<file path="src/rtl/seq_arb_pkg.sv">
// Shared state encoding and ID-width helper for the sequence-detector arbiter.
package seq_arb_pkg;

   typedef enum logic [1:0] {
      IDLE   = 2'd0,
      CLEAR  = 2'd1,
      STREAM = 2'd2,
      REPORT = 2'd3
   } seq_arb_state_t;

   // Width needed to hold a requester index; never narrower than one bit.
   function automatic int id_w(input int n);
      return (n <= 2) ? 1 : $clog2(n);
   endfunction

endpackage

</file>
<file path="src/rtl/seq_detect_arbiter_rr_pick.sv">
// Combinational round-robin picker: first set req bit at or after ptr, wrapping.
module rr_pick import seq_arb_pkg::*; #(
   parameter int  NUM_REQ = 4,
   localparam int IDW     = id_w(NUM_REQ)
) (
   input  logic [NUM_REQ-1:0] req,
   input  logic [IDW-1:0]     ptr,
   output logic [IDW-1:0]     idx,
   output logic               valid
);

   logic [NUM_REQ-1:0] rot;
   logic [IDW-1:0]     off;
   logic [IDW:0]       sum;

   always_comb begin
      // Rotate so bit 0 is the requester at ptr; lowest set bit is the winner.
      rot   = NUM_REQ'({req, req} >> ptr);
      off   = '0;
      valid = 1'b0;
      for (int k = NUM_REQ - 1; k >= 0; k--) begin
         if (rot[k]) begin
            off   = k[IDW-1:0];
            valid = 1'b1;
         end
      end
      sum = {1'b0, ptr} + {1'b0, off};
      if (sum >= (IDW+1)'(NUM_REQ)) begin
         sum = sum - (IDW+1)'(NUM_REQ);
      end
      idx = sum[IDW-1:0];
   end

endmodule

</file>
<file path="src/rtl/seq_detect_arbiter.sv">
// Round-robin arbiter sharing one serial Mealy sequence detector among NUM_REQ bit streams.
// Define SEQ_ARB_SAT_EN to make the per-frame hit counter saturate instead of wrapping.
module seq_detect_arbiter import seq_arb_pkg::*; #(
   parameter int  NUM_REQ   = 4,
   parameter int  FRAME_LEN = 16,
   parameter int  CNT_W     = 5,
   localparam int IDW       = id_w(NUM_REQ)
) (
   input  logic               clk,
   input  logic               rst,
   input  logic [NUM_REQ-1:0] req,
   input  logic [NUM_REQ-1:0] bit_in,
   output logic [NUM_REQ-1:0] grant,
   output logic               bit_strobe,
   output logic               det_in,
   output logic               det_rst,
   input  logic               det_out,
   output logic               done,
   output logic [IDW-1:0]     done_id,
   output logic [CNT_W-1:0]   match_count
);

   localparam int             BCW      = $clog2(FRAME_LEN) + 1;
   localparam logic [BCW-1:0] LAST_BIT = BCW'(FRAME_LEN - 1);

   seq_arb_state_t     state_q, state_d;
   logic [IDW-1:0]     owner_q, owner_d;
   logic [IDW-1:0]     rr_ptr_q, rr_ptr_d;
   logic [IDW-1:0]     done_id_q, done_id_d;
   logic [BCW-1:0]     bit_cnt_q, bit_cnt_d;
   logic [CNT_W-1:0]   hit_cnt_q, hit_cnt_d;
   logic [CNT_W-1:0]   match_count_q, match_count_d;
   logic [NUM_REQ-1:0] grant_q, grant_d;
   logic               bit_strobe_q, bit_strobe_d;
   logic               done_q, done_d;
   logic [IDW-1:0]     pick_idx;
   logic               pick_valid;
   logic [CNT_W-1:0]   hit_next;

   function automatic logic [CNT_W-1:0] hit_bump(input logic [CNT_W-1:0] c);
`ifdef SEQ_ARB_SAT_EN
      return (c == {CNT_W{1'b1}}) ? c : c + 1'b1;
`else
      return c + 1'b1;
`endif
   endfunction

   function automatic logic [NUM_REQ-1:0] one_hot(input logic [IDW-1:0] i);
      return NUM_REQ'(1) << i;
   endfunction

   function automatic logic [IDW-1:0] next_ptr(input logic [IDW-1:0] o);
      return (o == IDW'(NUM_REQ - 1)) ? '0 : o + 1'b1;
   endfunction

   rr_pick #(
      .NUM_REQ (NUM_REQ)
   ) u_rr_pick (
      .req   (req),
      .ptr   (rr_ptr_q),
      .idx   (pick_idx),
      .valid (pick_valid)
   );

   assign hit_next = det_out ? hit_bump(hit_cnt_q) : hit_cnt_q;

   always_comb begin
      state_d       = state_q;
      owner_d       = owner_q;
      rr_ptr_d      = rr_ptr_q;
      bit_cnt_d     = bit_cnt_q;
      hit_cnt_d     = hit_cnt_q;
      done_id_d     = done_id_q;
      match_count_d = match_count_q;
      grant_d       = '0;
      bit_strobe_d  = 1'b0;
      done_d        = 1'b0;
      // Output flops are loaded with the values for the state being entered.
      unique case (state_q)
         IDLE: begin
            if (pick_valid) begin
               owner_d = pick_idx;
               grant_d = one_hot(pick_idx);
               state_d = CLEAR;
            end
         end
         CLEAR: begin
            bit_cnt_d    = '0;
            hit_cnt_d    = '0;
            grant_d      = one_hot(owner_q);
            bit_strobe_d = 1'b1;
            state_d      = STREAM;
         end
         STREAM: begin
            hit_cnt_d = hit_next;
            bit_cnt_d = bit_cnt_q + 1'b1;
            if (bit_cnt_q == LAST_BIT) begin
               done_d        = 1'b1;
               done_id_d     = owner_q;
               match_count_d = hit_next;
               state_d       = REPORT;
            end else begin
               grant_d      = one_hot(owner_q);
               bit_strobe_d = 1'b1;
            end
         end
         REPORT: begin
            rr_ptr_d = next_ptr(owner_q);
            state_d  = IDLE;
         end
         default: state_d = IDLE;
      endcase
   end

   always_ff @(posedge clk or posedge rst) begin
      if (rst) begin
         state_q       <= IDLE;
         owner_q       <= '0;
         rr_ptr_q      <= '0;
         bit_cnt_q     <= '0;
         hit_cnt_q     <= '0;
         done_id_q     <= '0;
         match_count_q <= '0;
         grant_q       <= '0;
         bit_strobe_q  <= 1'b0;
         done_q        <= 1'b0;
      end else begin
         state_q       <= state_d;
         owner_q       <= owner_d;
         rr_ptr_q      <= rr_ptr_d;
         bit_cnt_q     <= bit_cnt_d;
         hit_cnt_q     <= hit_cnt_d;
         done_id_q     <= done_id_d;
         match_count_q <= match_count_d;
         grant_q       <= grant_d;
         bit_strobe_q  <= bit_strobe_d;
         done_q        <= done_d;
      end
   end

   // The detector is cleared by the global reset as well as before every frame.
   assign det_rst     = rst | (state_q == CLEAR);
   assign det_in      = (state_q == STREAM) ? bit_in[owner_q] : 1'b0;
   assign grant       = grant_q;
   assign bit_strobe  = bit_strobe_q;
   assign done        = done_q;
   assign done_id     = done_id_q;
   assign match_count = match_count_q;

endmodule

</file>
<file path="config.mk">
export PLATFORM = sky130hd
export DESIGN_NAME = seq_detect_arbiter
export DESIGN_NICKNAME = d
export VERILOG_FILES = /design/src/rtl/seq_arb_pkg.sv /design/src/rtl/seq_detect_arbiter_rr_pick.sv /design/src/rtl/seq_detect_arbiter.sv
export SDC_FILE = /design/constraint.sdc
export NUM_CORES = 1
export LEC_CHECK = 0
export ABC_AREA = 1
export CELL_PAD_IN_SITES_DETAIL_PLACEMENT = 0
export CELL_PAD_IN_SITES_GLOBAL_PLACEMENT = 2
export CORE_MARGIN = 1
export CORE_UTILIZATION = 33
export DETAILED_ROUTE_END_ITERATION = 10
export PLACE_DENSITY_LB_ADDON = 0.1
export SLEW_MARGIN = 20
export SYNTH_ARGS = -nofsm -noshare
export SYNTH_HDL_FRONTEND = slang
export SYNTH_SLANG_ARGS = --single-unit
</file>
<file path="constraint.sdc">
create_clock -name clk -period 2.9 [get_ports clk]
set_input_delay 0.87 -clock clk [delete_from_list [all_inputs] [get_ports clk]]
set_output_delay 0.87 -clock clk [all_outputs]
set_load 0.03 [all_outputs]
</file>
==> results.md, run 1 <==
- The synthesis warning total is 0.
- The worst path in the final design needs a cycle of 2.73 ns, including I/O delays and setup.
- Summed over all layers, the global routing overflow is 0.
- The worst supply voltage drop on vdd is 325 uV.
- Input and output buffers added on the ports amount to 25.
- For the worst setup path, the data required time is 2.03 ns.
- The die is 70.8 um tall.
- The actual slew at the worst max-slew pin is 0.464 ns.
- The critical path's slowest cell is sky130_fd_sc_hd__clkdlybuf4s50_1.
- The floorplan row count is 24.
- Summing all placed instances gives a cell area of 1870 um2.
- The number of antenna repair diodes is 0.
- For this run, the top clock speed supported by timing is 366 MHz.
- The total die area is 5010 um2.
- The critical path startpoint is bit_in[2].
- The routed wirelength normalized by instance count is 12.6 um.
- The count of hold buffers inserted by post-cts repair is 0.
- After clock tree synthesis, the setup repair step added 0 buffers.
- The mean area per synthesized cell is 8.13 um2.
- The number of enable flip-flop cells after synthesis is 0.
- The total area inside the core boundary comes to 4440 um2.
- Routability-driven placement finished with a final weighted congestion of 0.731.
- The flip-flop and latch count after synthesis is 29.
- The post-route worst setup slack is 0.165 ns.
- The launch point of the worst hold path is done_id[1].
- STA classifies the critical path startpoint as an input port.
- The number of buffers and inverters on the critical path is 2.
- In this run, CTS created clock tree buffers numbering 5.
- For this run, the total global-route usage over all layers was measured as 15.5%.
- The worst hold slack is 0.486 ns.
- The worst slew margin relative to its limit is 68.7%.
- The initial antenna violation count came to 0.
- The layout overhead on the synthesized area is 24.4%.
- In the synthesized netlist, the cells that appear most often are sky130_fd_sc_hd__nand2_1, sky130_fd_sc_hd__dfrtp_1, sky130_fd_sc_hd__inv_1.
- The global-route wire length before repair is 5990 um.
- Yosys instantiated no cell more often than sky130_fd_sc_hd__nand2_1.
- Broken down by cell family, the worst path's largest delay share belongs to buffers and inverters.
- The total power divided by cell area is 1050 nW/um2.
- The largest incremental delay on the critical path is 0.46 ns.
- The share of synthesized registers carrying an async set or reset is 100%.
- The critical path goes through clkdlybuf4s50_1 -> nor2_1 -> nor2_1 -> o21ai_0 -> a21oi_1 -> buf_4.
- The fraction of final layout cells with drive strength greater than 1 is 8.60%.
- The number of global-route vias before repair is 1374.
- The total number of H-tree levels is 2.
- Setup repair after global routing left no endpoint under its margin.
- The most numerous cell type found on the critical path is sky130_fd_sc_hd__nor2_1.
- STA puts the critical path data arrival time at 1.86 ns.
- The number of different library cells used by synthesis comes to 19.
- The class of the most critical hold timing path is reg2reg.
- The net count reported at finish is 245.
- The reported leakage power is 0.000932 uW.
- The number of nets in the synthesized netlist is 215.
- The flow ran to the end, and the final reports show no timing, DRC or antenna violations.
- After synthesis, the cell types taking the most area are sky130_fd_sc_hd__dfrtp_1, sky130_fd_sc_hd__ha_1, sky130_fd_sc_hd__nand2_1.
- The worst path uses 94.3% of the clock period.
- The via density per instance is 4.82.
- The effective utilization at floorplan is 35.1%.
- The worst setup timing slack at the placement stage is 0.161 ns.
- Setup violations remaining at the end of the flow were counted as 0.
- The cell sitting at the root of the clock tree is a sky130_fd_sc_hd__clkbuf_8.
- The post-detailed-placement half-perimeter wirelength is 2570 um.
- Synthesis produced 192 cells.
- The maximum clock skew at final layout is 0.00252 ns.
- The violation count after the first detailed-routing iteration is 46.
- The max-slew violation count is 0.
- The filler cell count is 446.
- The clock-pin slew of the registers on the worst-case setup and hold paths is 0.06 ns.
- The summed negative setup slack over all endpoints is 0 ns.
- The later pin in the worst-skew pair is clocked with a latency of 0.28 ns.
- Entering global routing, the biggest net connects 30 pins.
- For this run, the leading register cell type out of synthesis is sky130_fd_sc_hd__dfrtp_1.
- The first detailed-routing pass ran for 6 iterations.
- The maximum clock path buffer count is 2.
- The cell area that synthesis handed to floorplanning was 1560 um2.
- The sequential cell area fraction in the yosys report is 46.5%.
- The number of placed I/O pins is 26.
- After synthesis, the largest area contributor takes up 46.5% of total cell area.
- In this run the worst path has a maximum fanout of 1.
- Gates resized during post-CTS repair numbered 0.
- The type of element capturing the critical path is an output port.
- For this design, the sink count on the clock tree is 29.
- The final routed wirelength across all metal layers is 3450 um.
- Summing all non-filler instances in the final layout gives an area of 1940 um2.
- The startpoint-to-endpoint class of the critical path is in2out.
- The via count is 1316.
- Of all cell types, the one taking the most synthesized area is sky130_fd_sc_hd__dfrtp_1.
- In this run, placement finished with an instance count of 267.
- The finished layout holds 273 standard cells, fillers aside.
- The tool flagged a number of max-cap violations equal to 0.
- In this run the critical register-to-register path is launched from rr_ptr_q[0].
- The final hold violation count is 0.
- The clock tree from TritonCTS is done.
- In this run the horizontal extent of the chip is 70.8 um.
- The total DRC errors in the routed layout is 0.
- The count of nets left with antenna violations once routing finished came out at 0.
==> worst reg2reg max path, stage by stage (launching register included) <==
cell and delay (ns):
sky130_fd_sc_hd__dfrtp_1 0.45, sky130_fd_sc_hd__inv_2 0.09, sky130_fd_sc_hd__nand2_1 0.08, sky130_fd_sc_hd__nand3_1 0.07, sky130_fd_sc_hd__nand2_1 0.11, sky130_fd_sc_hd__nand3_1 0.07, sky130_fd_sc_hd__a21boi_0 0.15, sky130_fd_sc_hd__ha_1 0.18
sky130_fd_sc_hd__xor2_1 0.21, sky130_fd_sc_hd__inv_1 0.06, sky130_fd_sc_hd__nand3_1 0.10, sky130_fd_sc_hd__nand2_2 0.09, sky130_fd_sc_hd__nor2_1 0.09, sky130_fd_sc_hd__nor2_1 0.04, sky130_fd_sc_hd__nor2_1 0.08
==> through the flow <==
stage	total power, uW	utilization [%]
4_1_cts	2070	43.7
3_3_place_gp	1740	42.0
5_1_grt	2250	43.7
2_1_floorplan	1420	-
3_5_place_dp	1750	42.0
6_report	2050	43.7
==> final timing paths <==
path	to	slack, ns	cells after the start
worst max-delay path	det_in	0.17	6
min in group asynchronous	grant[2]	1.03	3
worst min-delay path	done_id[1]	0.49	2
max in group asynchronous	hit_cnt_q[1]	1.60	3
worst min register to register	done_id[1]	0.49	2
worst max register to register	grant[0]	0.94	14
==> routing by layer <==
layer,track usage [%],vias to the layer above,wire (um)
met5,0,-,0
met4,6.22,0,55
met3,4.42,7,120
met2,26.3,28,1630
met1,18.7,608,1650
li1,-,673,-
==> power breakdown <==
group          total (uW)  switching [uW]  leakage (uW)  internal, uW
sequential            630            97.6      0.000371           532
clock                 301             144     0.0000399           157
combinational        1120             724      0.000521           393
==> cell usage in the layout (no fill, tap or decap) <==
cell type                         synthesis  routed
sky130_fd_sc_hd__clkdlybuf4s50_1          0      23
sky130_fd_sc_hd__nand3_1                 14      14
sky130_fd_sc_hd__clkinv_2                 0       1
sky130_fd_sc_hd__inv_2                    4       4
sky130_fd_sc_hd__nor4_1                   1       1
sky130_fd_sc_hd__o21ai_0                 17      17
sky130_fd_sc_hd__ha_1                    12      12
sky130_fd_sc_hd__inv_1                   25      25
sky130_fd_sc_hd__a21boi_0                 1       1
sky130_fd_sc_hd__o22ai_1                  5       5
sky130_fd_sc_hd__xnor2_1                  1       1
sky130_fd_sc_hd__nor2_1                  18      18
sky130_fd_sc_hd__a21oi_1                  8       8
sky130_fd_sc_hd__buf_4                    0       3
sky130_fd_sc_hd__nand4_1                  1       1
sky130_fd_sc_hd__dfrtp_1                 29      29
sky130_fd_sc_hd__o21ai_1                  2       2
sky130_fd_sc_hd__nor3_1                   5       5
sky130_fd_sc_hd__nand2_1                 36      36
sky130_fd_sc_hd__xor2_1                   4       4
sky130_fd_sc_hd__clkbuf_8                 0       5
sky130_fd_sc_hd__nand2_2                  6       6
==> cell type report <==
type	count	area, um2	area share [%]
Multi-Input combinational cell	131	716	36.9
Clock inverter	1	5.00	0.258
Tap cell	52	65.1	3.35
Inverter	29	109	5.61
Clock buffer	5	68.8	3.54
Sequential cell	29	726	37.4
Timing Repair Buffer	26	253	13.0
==> kinds of logic (layout without fill, tap and decap cells) <==
family	Yosys count	count (layout)	synth area share (%)
flops	29	29	46.5
compound gates	33	33	11.1
buf+inv	32	61	7.69
xor+xnor	5	5	2.80
simple gates	81	81	22.3
fa+ha+maj	12	12	9.62
==> state kept, by name (all words and copies together) (netlist names) <==
signal,cells
bit_cnt_q,5
hit_cnt_q,5
match_count,5
grant,4
done_id,2
owner_q,2
rr_ptr_q,2
state_q,2
bit_strobe,1
done,1
(Power assumes the default switching activity.)
==> run 2, diff against run 1 <==
- CORE_MARGIN: 1 -> 2
- SKIP_CTS_REPAIR_TIMING: default -> 1
==> results.md, run 2 (synthesized netlist as in run 1, its figures left out) <==
- CTS saw 29 sinks.
- The library cell appearing most often on the critical path is sky130_fd_sc_hd__nor2_1.
- The max-slew violation count is 0.
- The aggregate global-route resource usage is 15.1%.
- The clock-pin slew of the registers on the worst-case setup and hold paths is 0.06 ns.
- The buffers plus inverters on the worst setup path is 2.
- The number of routed nets with antenna violations is 0.
- At the worst endpoint, the required time is 2.03 ns.
- The share of the clock period used by the worst path is 94.2%.
- The total power divided by cell area is 1100 nW/um2.
- The total DRC errors in the routed layout is 0.
- The worst-case IR drop observed on VDD is 435 uV.
- The type of element capturing the critical path is an output port.
- The filler-free cell count of the finished design is 277.
- The layout overhead on the synthesized area is 27.2%.
- The number of antenna diodes in the final layout is 0.
- Traced cell by cell, the critical path runs through clkdlybuf4s50_1 -> nor2_1 -> nor2_1 -> o21ai_0 -> a21oi_1 -> buf_4.
- The die covers 5300 um2.
- The largest incremental delay on the critical path is 0.45 ns.
- The detailed router finished its first iteration with 31 violations.
- The net count of the finished layout is 245.
- TritonCTS built the clock tree.
- For this configuration, the core starts out at a cell density of 33.7%.
- Measured against its own limit, the worst slew margin works out to 72.9%.
- The final route contains 1323 vias.
- The iteration count of the initial detailed-routing pass is 4.
- Summed over all failing endpoints, the final setup total negative slack is 0 ns.
- The core box area is 4630 um2.
- The worst path in the final design needs a cycle of 2.73 ns, including I/O delays and setup.
- The maximum clock path buffer count is 2.
- In the layout the commonest cells are sky130_fd_sc_hd__nand2_1, sky130_fd_sc_hd__dfrtp_1, sky130_fd_sc_hd__inv_1.
- The final routed wirelength across all metal layers is 3420 um.
- Across the routed clock network, the largest skew measured is 0.00204 ns.
- The count of endpoints failing setup in the final report is 0.
- Summed over all layers, the global routing overflow is 0.
- The maximum net fanout on the critical path is 1.
- Hold is met by 0.488 ns.
- The final hold violation count is 0.
- The dominant delay contributor by cell family on the critical path is buffers and inverters.
- CTS built an H-tree with a depth of 2.
- The arrival time at the worst endpoint is 1.86 ns.
- Clock tree synthesis inserted a total of 5 buffers.
- The fraction of final layout cells with drive strength greater than 1 is 8.97%.
- The floorplan has 25 rows.
- The worst hold path belongs to the class reg2reg.
- Routability-driven placement finished with a final weighted congestion of 0.789.
- The initial antenna violation count was 0.
- Dividing the detail-routed via count by the number of cells gives 4.78.
- The library cell used as clock root buffer is sky130_fd_sc_hd__clkbuf_8.
- The number of global-route vias before repair is 1338.
- The routed wirelength normalized by instance count is 12.4 um.
- Setup repair after global routing left no endpoint under its margin.
- In this run the register-to-register setup slack is 0.92 ns.
- The chip height is 72.8 um.
- The maximum number of pins on one net before global-route repair is 30.
- The critical path's slowest cell is sky130_fd_sc_hd__clkdlybuf4s50_1.
- The maximum clock frequency is 366 MHz.
- The global-route wire length before repair is 6090 um.
- Summed over all nets, the half-perimeter wirelength after detailed placement is 2640 um.
- The actual slew at the worst max-slew pin is 0.406 ns.
- The startpoint kind of the worst setup timing path is an input port.
- The most common cell after layout, fill and taps aside is sky130_fd_sc_hd__nand2_1.
- The floorplan step set the die width to 72.8 um.
- The number of placed I/O pins is 26.
- Max-cap violations in this run came to 0.
- Port buffering added 25 buffers.
- After detailed placement, the design holds a cell count of 269.
- For this design the static power due to leakage is 0.000950 uW.
- The flow ran to the end, and the final reports show no timing, DRC or antenna violations.
- The startpoint-to-endpoint class of the critical path is in2out.
- The latest clock arrival within the worst-skew pair is 0.28 ns.
==> run 2: power breakdown <==
part | total (uW) | switching, uW | internal, uW | leakage, uW
Combinational | 1120 | 727 | 392 | 0.000521
Clock | 430 | 150 | 280 | 0.0000585
Sequential | 630 | 97.6 | 532 | 0.000371
Total | 2180 | 975 | 1200 | 0.000950
==> run 2: metal layers <==
| layer | share of wire, % | track usage [%] | vias up | routed length [um] |
|---|---|---|---|---|
| li1 | - | - | 677 | - |
| met1 | 44 | 17.2 | 619 | 1500 |
| met2 | 51 | 26.3 | 18 | 1750 |
| met3 | 2.8 | 4.28 | 9 | 97 |
| met4 | 2.2 | 6.79 | 0 | 74 |
| met5 | 0 | 0 | - | 0 |
==> run 2: per-stage QoR <==
| stage | power (uW) | setup WS [ns] | util, % | instance area (um2) |
|---|---|---|---|---|
| floorplan | 1420 | 0.146 | - | 1560 |
| global placement | 1740 | 0.161 | 40.4 | 1870 |
| detailed placement | 1770 | 0.136 | 40.4 | 1870 |
| CTS | 2210 | 0.158 | 42.9 | 1990 |
| global route | 2390 | 0.101 | 42.9 | 1990 |
| finish | 2180 | 0.169 | 42.9 | 1990 |
==> run 2: area by class of cell <==
cell class	instances	area [um2]
Clock inverter	1	30.0
Inverter	29	109
Timing Repair Buffer	26	253
Fill cell	474	2640
Sequential cell	29	726
Multi-Input combinational cell	131	716
Tap cell	54	67.6
Clock buffer	7	86.3
==> run 2: worst reg2reg max path, stage by stage, from the launching register on <==
cell and delay, ns:
sky130_fd_sc_hd__dfrtp_1 0.45, sky130_fd_sc_hd__inv_2 0.09, sky130_fd_sc_hd__nand2_1 0.09, sky130_fd_sc_hd__nand3_1 0.08
sky130_fd_sc_hd__nand2_1 0.09, sky130_fd_sc_hd__nand3_1 0.06, sky130_fd_sc_hd__a21boi_0 0.16, sky130_fd_sc_hd__ha_1 0.18
sky130_fd_sc_hd__xor2_1 0.21, sky130_fd_sc_hd__inv_1 0.06, sky130_fd_sc_hd__nand3_1 0.09, sky130_fd_sc_hd__nand2_2 0.09
sky130_fd_sc_hd__nor2_1 0.13, sky130_fd_sc_hd__nor2_1 0.05, sky130_fd_sc_hd__nor2_1 0.08
==> run 2: final timing paths <==
path	depth (start not counted)	from	to
worst max register to register	14	rr_ptr_q[0]	grant[1]
worst min-delay path	2	match_count[2]	match_count[2]
min in group asynchronous	3	rst	done_id[1]
max in group asynchronous	3	rst	bit_cnt_q[4]
worst min register to register	2	match_count[2]	match_count[2]
worst max-delay path	6	bit_in[0]	det_in
==> run 3, diff against run 2 <==
- CORE_UTILIZATION: 33 -> 34
- CTS_BUF_LIST: default -> sky130_fd_sc_hd__clkbuf_4 sky130_fd_sc_hd__clkbuf_8
==> results.md, run 3 (synthesized netlist as in run 1, its figures left out) <==
- The run finished with clean final reports.
- The count of cells along the worst register-to-register path is 14.
- The slowest stage of the critical path is the sky130_fd_sc_hd__clkdlybuf4s50_1 cell.
- The worst supply voltage drop on vdd is 400 uV.
- The post-route netlist has 9.42% of its cells at a drive strength greater than 1.
- Per report_power, the sequential group accounts for 29.1% of the total.
- The number of placed instances, taps included, is 267.
- From synthesis to final layout, the design area changed by 27.3%.
- Walking the worst path, the cells encountered are clkdlybuf4s50_1 -> nor2_1 -> nor2_1 -> o21ai_0 -> a21oi_1 -> buf_4.
- After floorplanning, the core was sized to cover 4380 um2.
- The latest clock arrival within the worst-skew pair is 0.27 ns.
- The die is 71.8 um wide.
- The initial antenna violation count is 0.
- After detailed placement, the total cell area comes to 1870 um2.
- Summed over all failing endpoints, the final setup total negative slack is 0 ns.
- Setup repair after global routing left no endpoint under its margin.
- In the finished design, the share of the clock period the worst path needs comes to 93.9%.
- The number of I/O port buffers is 25.
- The reg2reg setup slack is 0.94 ns.
- Pin placement for this block handled 26 I/O pins.
- After clock tree synthesis, the clock-pin slew on the worst setup and hold paths is 0.06 ns.
- Data on the critical path arrives at its endpoint at 1.85 ns.
- The floorplan row count is 24.
- The effective utilization at floorplan is 35.6%.
- The proportion of power drawn by combinational gates is 50.8%.
- The number of antenna diodes in the final layout is 0.
- Clock skew on the completed layout was measured at 0.00571 ns.
- The data required time of the worst path is 2.03 ns.
- The detailed router finished its first iteration with 49 violations.
- The clock buffer count from CTS is 5.
- The final routed wirelength across all metal layers is 3370 um.
- The switching share of power is 44.2%.
- The cell count of the worst hold path is 2.
- In this run the critical register-to-register path is captured at grant[0].
- The final hold violation count is 0.
- The setup path with the least slack is of type in2out.
- The class of the most critical hold timing path is reg2reg.
- The aggregate global-route resource usage is 15.2%.
- The library cell used most frequently in the layout, excluding fill and tap cells, is sky130_fd_sc_hd__nand2_1.
- The startpoint kind of the worst setup timing path is an input port.
- The max-slew violation count is 0.
- The detail route stage leaves a number of antenna-violating nets equal to 0.
- The worst pin sits at a relative slew slack of 72.5%.
- CTS built an H-tree with a depth of 2.
- The post-layout minimum cycle time is 2.72 ns.
- The post-route worst setup slack is 0.177 ns.
- Detailed placement ended at an HPWL of 2640 um.
- The chip height is 71.8 um.
- Before CTS, the worst setup slack after placement is 0.145 ns.
- In this run the deepest clock path goes through 2 buffers.
- The via count is 1316.
- The internal portion of the total power is 1210 uW.
- In the routed layout, each cell is associated on average with a via count of 4.79.
- The global-route wire length before repair is 6070 um.
- The clock network burns 20.1% of the power.
- The final layout contains 245 nets.
- The actual slew at the worst max-slew pin is 0.411 ns.
- Entering global routing, the biggest net connects 30 pins.
- Clock tree synthesis selected as its root buffer the cell sky130_fd_sc_hd__clkbuf_8.
- Summed over all layers, the global routing overflow is 0.
- The launch point of the worst hold path is match_count[1].
- The filler-free cell count of the finished design is 275.
- The clock tree from TritonCTS is done.
- The final instance area is 1990 um2.
- The total die area is 5150 um2.
- The analysis attributes to cell leakage a power of 0.000954 uW.
- The library cell appearing most often on the critical path is sky130_fd_sc_hd__nor2_1.
- The reported max-cap violation count is 0.
- The worst hold path terminates at match_count[1].
- The library cells used most frequently in the layout, excluding fill and tap cells, are sky130_fd_sc_hd__nand2_1, sky130_fd_sc_hd__dfrtp_1, sky130_fd_sc_hd__inv_1.
- Based on the critical path, the design can be clocked at up to 367 MHz.
- The power dissipated by switching net loads is 960 uW.
- The maximum net fanout on the critical path is 1.
- The total DRC errors in the routed layout is 0.
- The count of endpoints failing setup in the final report is 0.
- The placer congestion estimate is 0.806.
- The routed wirelength normalized by instance count is 12.3 um.
- STA classifies the critical path endpoint as an output port.
- The first TritonRoute pass finished after 4 iterations.
- The largest incremental delay on the critical path is 0.46 ns.
- The worst register-to-register path begins at rr_ptr_q[0].
- The tree built by TritonCTS fans out to 29 sinks.
- The number of global-route vias before repair is 1332.
- The total power divided by cell area is 1090 nW/um2.
[run 3: cell count changes in the layout (fill, tap and decap cells not counted)]
cell                       delta
sky130_fd_sc_hd__clkbuf_1     -1
sky130_fd_sc_hd__clkbuf_4     +1
[run 3: cell type report]
| class | instances | area (um2) |
|---|---|---|
| clock buffers | 7 | 90.1 |
| clock inverters | 1 | 30.0 |
| fillers | 421 | 2400 |
| inverters | 29 | 109 |
| multi-input cells | 131 | 716 |
| flip-flops and latches | 29 | 726 |
| well taps | 52 | 65.1 |
| repair buffers | 26 | 253 |
[run 3: routing by layer]
| layer | GRT usage [%] | vias up | part of all wire, % |
|---|---|---|---|
| met4 | 5.03 | 0 | 0.83 |
| met2 | 25.6 | 18 | 50 |
| met1 | 18.7 | 616 | 46 |
| li1 | - | 678 | - |
| met5 | 0 | - | 0 |
| met3 | 4.22 | 4 | 2.8 |
[run 3: worst max path at each step]
| stage | startpoint | end | depth (start not counted) |
|---|---|---|---|
| after global routing | bit_in[0] | det_in | 6 |
| after global placement | bit_in[0] | det_in | 6 |
| after detailed placement | req[3] | grant[0] | 14 |
| after floorplan | rst | det_rst | 2 |
| final | bit_in[0] | det_in | 6 |
| after CTS | bit_in[0] | det_in | 6 |
[run 3: through the flow]
step | power [uW] | utilization [%] | hold slack [ns]
2_1_floorplan | 1420 | - | 0.468
3_3_place_gp | 1730 | 42.6 | 0.472
3_5_place_dp | 1750 | 42.6 | 0.481
4_1_cts | 2200 | 45.3 | 0.496
5_1_grt | 2400 | 45.3 | 0.523
6_report | 2170 | 45.3 | 0.492
[run 3: power by group through the flow]
stage	clock network [uW]	registers, uW	logic (uW)
6_report	437	632	1100
5_1_grt	478	654	1270
4_1_cts	452	632	1120
3_5_place_dp	0	639	1110
3_3_place_gp	0	634	1090
2_1_floorplan	0	733	686
[run 3: critical path: cells and delay by family]
family / cells / cell delay, ns
buffers and inverters: 2 / 0.63
AO/OA/AOI/OAI: 2 / 0.23
AND/OR/NAND/NOR: 2 / 0.12
==> patch 1: new RTL, flow settings as in run 2 <==
Make the reset (`rst`) synchronous in one clocked block.
--- a/src/rtl/seq_detect_arbiter.sv
+++ b/src/rtl/seq_detect_arbiter.sv
@@ -113,5 +113,5 @@
    end
 
-   always_ff @(posedge clk or posedge rst) begin
+   always_ff @(posedge clk) begin
       if (rst) begin
          state_q       <= IDLE;
Behaviour: differs if rst is asserted again (counterexample within 4 cycles, from zero or initial values and one cycle with rst high); with rst held inactive, the same outputs for 10 cycles.
==> patch 1 against run 2 <==
Fmax is 0.46% higher; sequential power shrank 21%; cell area shrank 3.8%; total power fell by 35%; synthesized cell count is 6.8% higher; sequential cell count unchanged; synthesized area shrank 3.3%; critical path depth unchanged; worst setup slack better by 0.012 ns; routed wire length shrank 1.5%; highest routed layer unchanged.
==> patch 1: results (changes against run 2) <==
[logic_synthesis] fraction of registers with async set or reset after synthesis 0 [-1.00]
[route] final routed wirelength across all metal layers 3370 um [-1.5%]
[place] number of cells after detailed placement 281 [+4.5%]
[power_and_ir_drop] maximum ir drop on the vdd rail 0.325 mV [-25%]
[power_and_ir_drop] Switch Pwr 0.566 mW [-42%]
[place] Post-DP Area 1820 um^2 [-2.6%]
[place] HPWL after detailed placement 2610 um [-1.2%]
[logic_synthesis] post-synthesis compound-gate area fraction 0.130 [+0.0187]
[route] initial detailed-routing violation count 25 [-19%]
[place] RePlAce Congestion 0.838 [+6.2%]
[status] status completed
[route] Via Count 1350 [+2.0%]
[power_and_ir_drop] leakage power 0.823 nW [-13%]
[global_route] GR Layer Usage met2 0.244 [-0.0188]
[final_layout] Final nets 259 [+5.7%]
[logic_synthesis] prevailing post-synth register cell sky130_fd_sc_hd__dfxtp_1
[global_route] global-route wire length before repair 5710 um [-6.2%]
[sta] Layout Skew 0.00365 ns [+0.00161 ns]
[logic_synthesis] top cells by area in the synthesized netlist sky130_fd_sc_hd__dfxtp_1 38%, sky130_fd_sc_hd__ha_1 9.9%, sky130_fd_sc_hd__nand2_1 9.7%
[logic_synthesis] multiplexer share of the synthesized area 0.00746 [+0.00746]
[logic_synthesis] Post-Synth Adder-Cell Area 0.0994 [+0.00327]
[logic_synthesis] most numerous cell types in the synthesized netlist 39 x sky130_fd_sc_hd__nand2_1, 29 x sky130_fd_sc_hd__dfxtp_1, 29 x sky130_fd_sc_hd__nor2_1
[global_route] via count of the first global-routing pass 1279 [-4.4%]
[logic_synthesis] Netlist cell types 29 [+10]
[route] vias per cell 4.69 [-1.9%]
[logic_synthesis] fraction of synthesized cell area in xor and xnor cells 0.0290 [+0.000953]
[global_route] met1 capacity usage during global routing 0.170 [-0.00191]
[global_route] maximum number of pins on one net before global-route repair 15 [-50%]
[final_layout] share of post-route cells with drive strength above 1 0.110 [+0.0205]
[global_route] fraction of met3 tracks used by global routing 0.0450 [+0.00219]
[logic_synthesis] number of standard cells after synthesis 205 [+6.8%]
[clock_tree] maximum root-to-sink buffer count 2 [unchanged]
[global_route] total routing resource utilization after global routing 0.143 [-0.00850]
[logic_synthesis] Mapped Nets 228 [+6.0%]
[sta] relative max-transition margin 0.758 [+0.0294]
[patch 1: cell types whose count changed after synthesis, sizes merged, moves of 5 or more]
| cell | before | now |
|---|---|---|
| dfrtp | 29 | 0 |
| dfxtp | 0 | 29 |
| nor2 | 18 | 32 |
| a21oi | 8 | 18 |
| inv | 29 | 21 |
| o21ai | 19 | 12 |
| o22ai | 5 | 0 |
[patch 1: layout make-up]
class	instances	area [um^2]
clock buffer	7	86.3
tap	52	65.1
inverter	24	91.3
timing repair buffer	26	258
fill	458	2470
sequential	29	581
multi-input combinational	150	830
[patch 1: worst paths after layout]
kind                                           startpoint                        end  slack [ns]  depth (start not counted)
worst max-delay path                            bit_in[0]                     det_in        0.18                          6
worst min-delay path            hit_cnt_q[4]$_SDFFE_PP0P_  hit_cnt_q[4]$_SDFFE_PP0P_        0.48                          2
worst max register to register   rr_ptr_q[0]$_SDFFE_PP0N_        grant[0]$_SDFF_PP0_        0.86                         14
worst min register to register  hit_cnt_q[4]$_SDFFE_PP0P_  hit_cnt_q[4]$_SDFFE_PP0P_        0.48                          2
[patch 1: worst max-delay path, delay by kind of cell]
kind                   cells  cell delay [ns]
buffers and inverters      2             0.64
AOI/OAI and AO/OA          2             0.24
and+or+nand+nor            2             0.11
[patch 1: kinds of logic (layout without fill, tap and decap cells)]
family                   after synthesis  after routing
AND/OR/NAND/NOR                       98             98
AO/OA/AOI/OAI                         34             34
flip-flops                            29             29
buffers and inverters                 26             57
adder cells (fa/ha/maj)               12             12
XOR/XNOR                               5              5
multiplexers                           1              1
[patch 1: power by group through the flow]
stage / clock network (mW) / registers [mW] / logic [mW]
final: 0.331 / 0.496 / 0.584
after global routing: 0.360 / 0.503 / 0.664
after CTS: 0.345 / 0.496 / 0.594
after detailed placement: 0 / 0.505 / 0.592
after global placement: 0 / 0.503 / 0.581
after floorplan: 0 / 0.532 / 0.393
[patch 1: stage by stage]
stage / setup slack (ns) / power (mW)
final: 0.181 / 1.41
after CTS: -0.167 / 1.43
after detailed placement: -0.158 / 1.10
after floorplan: 0.481 / 0.925
after global routing: 0.0987 / 1.53
after global placement: -0.176 / 1.08
[patch 1: metal layers]
layer | vias to the layer above | wire [um]
li1 | 721 | -
met1 | 606 | 1530
met2 | 18 | 1670
met3 | 5 | 126
met4 | 0 | 37
met5 | - | 0
==> patch 2: new RTL, settings of run 2 <==
Without the edit above. Set the parameter `FRAME_LEN` to 32 (it was 16).
--- a/src/rtl/seq_detect_arbiter.sv
+++ b/src/rtl/seq_detect_arbiter.sv
@@ -3,5 +3,5 @@
 module seq_detect_arbiter import seq_arb_pkg::*; #(
    parameter int  NUM_REQ   = 4,
-   parameter int  FRAME_LEN = 16,
+   parameter int  FRAME_LEN = 32,
    parameter int  CNT_W     = 5,
    localparam int IDW       = id_w(NUM_REQ)
Behaviour: no difference found for any inputs over 10 cycles, from zero or initial values and one cycle with rst high; that may be too few to reach the edited logic, so the function may still have changed.
==> patch 2 against run 2 <==
Cell count grew 7.2%; sequential cell count up 1; sequential share of layout area about the same; largest cell class unchanged; global-route usage shrank 0.90 points; synthesized area grew 3.7%; core utilization increased by 0.66 points; cell area grew 3.6%; routed wire length fell by 3.5%; total power decreased by 0.71%; fmax about the same; count of clock-buffer cells in the layout up 1; highest routed layer unchanged; worst setup slack gained 0.0012 ns.
==> patch 2: results (changes against run 2) <==
[sta] Layout Skew 0.00271 ns [+0.000676 ns]
[global_route] total routing resource utilization after global routing 0.142 [-0.00898]
[logic_synthesis] most numerous cell types in the synthesized netlist 38 x sky130_fd_sc_hd__nand2_1, 30 x sky130_fd_sc_hd__dfrtp_1, 26 x sky130_fd_sc_hd__inv_1
[sta] smallest hold slack 0.484 ns [-0.00473 ns]
[place] HPWL after detailed placement 2550 um [-3.2%]
[final_layout] share of post-route cells with drive strength above 1 0.100 [+0.0103]
[clock_tree] clock edge transition at the registers on the reported setup and hold paths 0.06 ns [about the same]
[clock_tree] maximum root-to-sink buffer count 2 [unchanged]
[logic_synthesis] share of synthesized area occupied by flip-flops and latches 0.464 [-0.00107]
[critical_path] register-to-register path setup slack 0.94 ns [+0.02 ns]
[clock_tree] cell chosen for the clock root sky130_fd_sc_hd__clkbuf_8
[logic_synthesis] fraction of post-synthesis cell area in the top cell type by area 0.464 [-0.00107]
[final_layout] top register by number of flip-flops bit_cnt_q
[critical_path] FF-to-FF path depth 14 [unchanged]
[route] router iterations before antenna repair 4 [unchanged]
[logic_synthesis] Netlist cell types 25 [+6]
[global_route] maximum number of pins on one net before global-route repair 31 [+3.3%]
[route] average wire length per cell after detail routing 11.1 um [-10%]
[critical_path] CP max FO 1 [unchanged]
[hold_path] source of the worst hold timing path match_count[0]$_DFFE_PP0P_
[final_layout] Final nets 251 [+2.4%]
[place] # port buffers 25 [unchanged]
[global_route] global-route wire length before repair 5940 um [-2.5%]
[clock_tree] level count of the clock H-tree 2 [unchanged]
[logic_synthesis] count of warnings emitted by yosys 0 [unchanged]
[logic_synthesis] top cells by area in the synthesized netlist sky130_fd_sc_hd__dfrtp_1 46%, sky130_fd_sc_hd__nand2_1 8.8%, sky130_fd_sc_hd__ha_1 8.5%
[clock_tree] number of buffers created by CTS 5 [unchanged]
[critical_path] Arrival @ worst endpoint 1.86 ns [about the same]
[final_layout] ant diodes 0 [unchanged]
[critical_path] terminus of the critical flop-to-flop path grant[1]$_DFF_PP0_
[logic_synthesis] Mapped Nets 221 [+2.8%]
[critical_path] beginning of the worst register-to-register path rr_ptr_q[0]$_DFFE_PP0N_
[place] pre-CTS worst setup slack -0.130 ns [-0.266 ns]
[route] initial detailed-routing violation count 65 [+110%]
[final_layout] Filler Cell Count 480 [+1.3%]
[sta] Fmax 366 MHz [about the same]
[hold_path] worst hold-check path type flop to flop
[route] Via Count 1357 [+2.6%]
[critical_path] critical path startpoint bit_in[0]
[power_and_ir_drop] leakage power 0.977 nW [+2.8%]
[status] status completed
[power_and_ir_drop] maximum ir drop on the vdd rail 0.533 mV [+22%]
[critical_path] maximum single-stage delay on the critical path 0.45 ns [about the same]
[hold_path] Hold EP match_count[0]$_DFFE_PP0P_
[clock_tree] source-to-sink clock delay at the later pin of the worst-skew pair 0.28 ns [about the same]
[sta] Worst Max-Slew Pin Slew 0.379 ns [-0.0272 ns]
[place] RePlAce Congestion 0.680 [-14%]
==> patch 2: changes by cell type after synthesis, moves of 2 or more <==
cell	change
sky130_fd_sc_hd__nor3_1	-2
sky130_fd_sc_hd__o21ai_1	+2
sky130_fd_sc_hd__o21ai_0	-4
sky130_fd_sc_hd__nor2_1	+4
sky130_fd_sc_hd__nand2_1	+2
==> patch 2: stage by stage <==
stage	setup TNS [ns]	cell area, um^2	util	std cells
5_1_grt	0	2060	0.436	297
2_1_floorplan	0	1620	-	199
6_report	0	2060	0.436	297
3_5_place_dp	-0.130	1950	0.412	289
4_1_cts	-0.139	2060	0.435	297
3_3_place_gp	-0.114	1950	0.412	289
==> patch 2: cells by family (layout without fill, tap and decap cells) <==
family                   count (synthesis)  in the layout  synth area share
adder cells (fa/ha/maj)                 11             11            0.0850
AO/OA/AOI/OAI                           32             32             0.108
AND/OR/NAND/NOR                         87             87             0.233
XOR/XNOR                                 6              6            0.0325
flip-flops                              30             30             0.464
buffers and inverters                   33             64            0.0773
==> patch 2: routing by layer <==
metal  routed length [um]  track usage
met5                    0            0
met1                 1360        0.164
met4                   48       0.0525
met3                  116       0.0420
met2                 1770        0.250
==> patch 2: layout make-up <==
| cell class | count | area (um^2) | share of cell area |
|---|---|---|---|
| well taps | 67 | 83.8 | 0.0407 |
| repair buffers | 26 | 258 | 0.125 |
| inverters | 30 | 113 | 0.0547 |
| multi-input cells | 136 | 743 | 0.361 |
| flip-flops and latches | 30 | 751 | 0.365 |
| clock buffers | 8 | 110 | 0.0535 |
==> patch 2: where the power goes <==
part           switching, mW  internal (mW)
Combinational          0.715          0.407
Clock                  0.155          0.239
Sequential            0.0976          0.550
